[src/rtl/gabor_out_reader.sv]
// Reads the four Gabor orientation BRAMs in raster order and streams one
// 4-byte beat per pixel with row/frame markers, absorbing BRAM latency and backpressure.
module gabor_out_reader #(
  parameter int IMAGE_WIDTH  = 512,
  parameter int IMAGE_HEIGHT = 512,
  parameter int IMAGE_SIZE   = 8,
  parameter int NUM_VALS     = 4,
  parameter int ADDR_WIDTH   = 18
) (
  input  logic                           clk,
  input  logic                           rst,
  input  logic                           start,
  output logic                           busy,
  output logic                           done,
  output logic                           bram_en,
  output logic [ADDR_WIDTH-1:0]          bram_addr,
  input  logic [NUM_VALS*IMAGE_SIZE-1:0] bram_dout,
  output logic                           m_valid,
  input  logic                           m_ready,
  output logic [NUM_VALS*IMAGE_SIZE-1:0] m_data,
  output logic                           m_eol,
  output logic                           m_last
);

  localparam int DW    = NUM_VALS * IMAGE_SIZE;
  localparam int COL_W = (IMAGE_WIDTH  > 1) ? $clog2(IMAGE_WIDTH)  : 1;
  localparam int ROW_W = (IMAGE_HEIGHT > 1) ? $clog2(IMAGE_HEIGHT) : 1;
  localparam logic [COL_W-1:0] COL_LAST = COL_W'(IMAGE_WIDTH - 1);
  localparam logic [ROW_W-1:0] ROW_LAST = ROW_W'(IMAGE_HEIGHT - 1);

  typedef enum logic [1:0] {S_IDLE, S_READ, S_DRAIN, S_DONE} state_t;

  typedef struct packed {
    logic [DW-1:0] data;
    logic          eol;
    logic          last;
  } beat_t;

  state_t                state;
  logic [COL_W-1:0]      col;
  logic [ROW_W-1:0]      row;
  logic [ADDR_WIDTH-1:0] addr_q;
  logic                  in_flight;
  logic                  tag_eol;
  logic                  tag_last;

  beat_t                 fifo [2];
  logic                  wr_ptr;
  logic                  rd_ptr;
  logic [1:0]            count;

  logic                  pop;
  logic                  push;
  logic                  last_addr;
  logic [1:0]            count_after_pop;
  logic [1:0]            reserved;
  logic [1:0]            count_nxt;

  // NOTE: always_comb assigns every signal on every path, so no latch can be inferred.
  always_comb begin
    pop             = (count != 2'd0) && m_ready;
    push            = in_flight;
    last_addr       = (col == COL_LAST) && (row == ROW_LAST);
    count_after_pop = count - {1'b0, pop};
    // A read is only issued when its data is guaranteed a FIFO slot on landing.
    reserved        = count_after_pop + {1'b0, in_flight};
    bram_en         = (state == S_READ) && (reserved < 2'd2);
    count_nxt       = count_after_pop + {1'b0, push};
  end

  assign bram_addr = addr_q;
  assign m_valid   = (count != 2'd0);
  assign m_data    = fifo[rd_ptr].data;
  assign m_eol     = fifo[rd_ptr].eol;
  assign m_last    = fifo[rd_ptr].last;

  always_ff @(posedge clk) begin
    if (rst) begin
      state     <= S_IDLE;
      busy      <= 1'b0;
      done      <= 1'b0;
      col       <= '0;
      row       <= '0;
      addr_q    <= '0;
      in_flight <= 1'b0;
      tag_eol   <= 1'b0;
      tag_last  <= 1'b0;
      wr_ptr    <= 1'b0;
      rd_ptr    <= 1'b0;
      count     <= 2'd0;
      // NOTE: the two buffer entries are reset so the head reads as zero after reset.
      fifo[0]   <= '0;
      fifo[1]   <= '0;
    end else begin
      in_flight <= bram_en;
      done      <= 1'b0;

      if (bram_en) begin
        tag_eol  <= (col == COL_LAST);
        tag_last <= last_addr;
        if (!last_addr) begin
          addr_q <= addr_q + ADDR_WIDTH'(1);
          if (col == COL_LAST) begin
            col <= '0;
            row <= row + ROW_W'(1);
          end else begin
            col <= col + COL_W'(1);
          end
        end
      end

      if (push) begin
        fifo[wr_ptr] <= '{data: bram_dout, eol: tag_eol, last: tag_last};
        wr_ptr       <= ~wr_ptr;
      end
      if (pop) rd_ptr <= ~rd_ptr;
      count <= count_nxt;

      case (state)
        S_IDLE: begin
          if (start) begin
            state  <= S_READ;
            busy   <= 1'b1;
            col    <= '0;
            row    <= '0;
            addr_q <= '0;
          end
        end
        S_READ: begin
          if (bram_en && last_addr) state <= S_DRAIN;
        end
        S_DRAIN: begin
          // Finish in the same edge that pops the final beat.
          if (!in_flight && count_nxt == 2'd0) begin
            state <= S_DONE;
            busy  <= 1'b0;
            done  <= 1'b1;
          end
        end
        S_DONE: begin
          state <= S_IDLE;
        end
        default: state <= S_IDLE;
      endcase
    end
  end

endmodule
[config.mk]
export PLATFORM = sky130hd
export DESIGN_NAME = gabor_out_reader
export DESIGN_NICKNAME = d
export VERILOG_FILES = /design/src/rtl/gabor_out_reader.sv
export SDC_FILE = /design/constraint.sdc
export NUM_CORES = 1
export LEC_CHECK = 0
export ABC_AREA = 1
export BUFFER_PORTS_ARGS = -buffer_cell sky130_fd_sc_hd__buf_2
export CORE_MARGIN = 1.5
export CORE_UTILIZATION = 51
export DETAILED_ROUTE_END_ITERATION = 10
export PLACE_DENSITY = 0.77
export SLEW_MARGIN = 10
export SYNTH_ARGS = -nofsm -noshare
export SYNTH_HDL_FRONTEND = slang
export SYNTH_SLANG_ARGS = --single-unit
[constraint.sdc]
create_clock -name clk -period 2.15 [get_ports clk]
set_input_delay 0.215 -clock clk [delete_from_list [all_inputs] [get_ports clk]]
set_output_delay 0.215 -clock clk [all_outputs]
set_load 0.005 [all_outputs]
==> reports/metrics.cfg <==
[pwr]
p_comb_frac = 0.266
netSwitchingFraction = 0.291
powerDensity_nw_per_um2 = 1080
netSwitchingPower_mw = 2.23
design_power_total_mw = 7.65
pwr-share-clk = 0.384
p_leak_nw = 3.15
max-vdd-ir-drop_mv = 0.605
seqPwrFrac = 0.350
cell_internal_pwr_mw = 5.43

[synthesis]
synth_cell_types = 31
ys_top_cells_by_area = edfxtp_1 38%, dfxtp_1 18%, nor2_1 8.8%, mux2_2 7.2%, nand2_1 6.5%
yosysMostFrequentCell = nor2_1
ys.flop_type = edfxtp_1
synth_top_area_frac = 0.384
yosys-top-cells-count = 125 x nor2_1, 92 x nand2_1, 86 x inv_1
syn_area_um2 = 5320
synthArstFlopShare = 0
yosysSeqAreaShare = 0.564
synth_nets = 626
postSynthAreaPerCell_um2 = 9.19
yosys_warnings = 0
synth-edff-count = 68
synth_area_leader_cell = edfxtp_1
ys_seq_elements = 116
synth_cells = 579

[global_routing]
grt_pass1_vias = 4191
grt_pass1_wl_um = 18800
antenna_found_initial = 0
grt_overflow = 0
grt_max_degree = 35
gr-usage-all-layers = 0.217

[timing]
tns_ns = -0.629
rsz0062_at_grt = true
period_minus_slack_ns = 2.23
holdWs_ns = 0.0121
worst_slew_pin_slew_ns = 0.526
finalHoldViolCount = 0
finClkSkew_ns = 0.00760
setup_ws_ns = -0.0833
slew_violations = 0
fin_crit_sh = 1.04
fmax_mhz = 448
relSlewSlack = 0.647
setup_violations = 13

[hold_path]
min_path_cells = 3
hold_class = in2reg
hp-start = bram_dout[23]
min_to = fifo[1][25]$_SDFFCE_PN0P_

[cells_and_area]
seq_area_um2 = 3010
stdcell_area_um2 = 7060
multi_input_area_um2 = 2050
utilization = 0.690
nets = 760
n_fill_cell = 749
synthToLayoutAreaGrowth_pct = 32.6
stdcell_count = 862
diodes = 0
drive_gt1_frac = 0.329

[outcome]
status = complete, but fails checks
violations = negative setup slack

[clocking]
cts_tree = done
clockBufferDepth = 2
cts_root_buf = clkbuf_8
numCtsBuffers = 17
clk_transition_reported_paths_ns = 0.06
clk_latency_ns = 0.52
h-tree-depth = 4
cts_sinks = 116

[floorplan]
dieArea_um2 = 11100
fp.dieH_um = 105
io_pins = 92
placeableCoreArea_um2 = 10200
initial_core_util = 0.520
rows = 37
die_w_um = 105

[route]
drt_iter0_drc = 324
vias_per_cell = 5.23
drc = 0
wl_per_cell_um = 14.9
dr_total_vias = 4508
ant_nets = 0
wl_um = 12900
firstDrtPassIters = 6

[setup_path]
endpoint_kind = register
crit_arrival_ns = 2.67
r2r_start = col[0]$_SDFF_PP0_
path_class = reg2reg
critPathTopFamily = simple AND/OR/NAND/NOR gates
cp_slowest_cell = dfxtp_2
crit_fanout = 8
worst-r2r-setup-slack_ns = -0.08
cp_common_cell = nand2_1
r2r-end = row[0]$_SDFF_PP0_
critPathLaunch = col[0]$_SDFF_PP0_
worstPathCellList = ha_1 -> nand3_1 -> nor2_1 -> nand2_1 -> nor2_2 -> ha_2 -> nand2_1 -> inv_2 -> nor2_4 -> buf_6 -> clkbuf_16 -> nand3_2 -> nand2_1 -> a21oi_1
crit_required_ns = 2.59
cpPeakStageDelay_ns = 0.34
rr_worst_depth = 14
crit_buf_inv = 3
cp-start-kind = register
critical_path_cell_count = 14

[placement]
postPlaceCellArea_um2 = 5960
routabilityCongestion = 0.882
dp_slack_ns = 0.0834
place_inst = 801
hpwl_um = 7130
port_buffers = 91

[flow_run]
cap_violations = 0

what timing repair did:
item / in CTS / in global routing
endpoints found under the hold margin: 10 / 0
gates cloned: 0 / 3
endpoints found under the setup margin: 1 / 40
setup buffers: 6 / 11
resized for setup: 15 / 46
hold buffers: 9 / 0
pin swaps: 4 / 18
worst max path at each step:
stage,to,slack [ns]
floorplan,fifo[0][0]$_SDFFCE_PN0P_,0.09
global placement,bram_addr[15]$_SDFF_PP0_,0.15
detailed placement,row[6]$_SDFF_PP0_,0.08
CTS,bram_en,0.002
global route,row[0]$_SDFF_PP0_,-0.21
finish,row[0]$_SDFF_PP0_,-0.08
layout make-up:
type / instances / share of cell area
multi-input combinational: 357 / 0.291
sequential: 116 / 0.426
inverter: 89 / 0.0484
tap: 136 / 0.0241
clock inverter: 15 / 0.0293
timing repair buffer: 132 / 0.122
clock buffer: 17 / 0.0587
tightest hold or removal path, stage by stage:
cell and delay (ns):
buf_2 0.08, inv_1 0.04, nor2_1 0.09
flip-flops by register name, indices dropped and copies added, names as in the netlist, 2 cells and up, named ones only:
register,cells
col,9
count,2
bram_addr,18
state,2
row,9
fifo,68
cell families after synthesis:
kind of cell / synth area share
AO/OA/AOI/OAI: 0.0381
XOR/XNOR: 0.00494
adder cells (fa/ha/maj): 0.0259
buffers and inverters: 0.0795
flip-flops: 0.564
multiplexers: 0.0720
AND/OR/NAND/NOR: 0.215
routing by layer:
metal,routed length (um),up-vias,share of wire,GRT usage
met5,0,-,0,0
met4,318,0,0.025,0.0841
met3,837,39,0.065,0.0649
met2,6640,191,0.52,0.385
met1,5070,2142,0.39,0.244
li1,-,2136,-,-
cells in the final DEF, fill, tap and decap left out, types with 4 or more instances in the layout:
cell           count
buf_4             24
nand3_2            5
bufinv_16          4
nand3_1           20
nand2_4            4
mux2_2            34
nor2_1           120
dfxtp_2            4
a21oi_1           20
inv_2              4
nor2_2             4
nand4_1            9
clkinv_4           5
nand2_1           81
inv_1             80
buf_2             90
o21ai_1            4
dfxtp_1           44
buf_6              5
dlygate4sd3_1      9
ha_1               7
nor2_4             4
clkbuf_16         18
o21ai_0            5
edfxtp_1          68
nand2_2            9
nor3_1             8
power by group through the flow:
stage | clock [mW] | combinational, mW | sequential (mW)
floorplan | 0 | 0.994 | 2.68
global placement | 0 | 1.43 | 2.69
detailed placement | 0 | 1.47 | 2.70
CTS | 2.96 | 1.64 | 2.66
global route | 3.07 | 2.19 | 2.69
finish | 2.94 | 2.04 | 2.68
(Power assumes the default switching activity.)
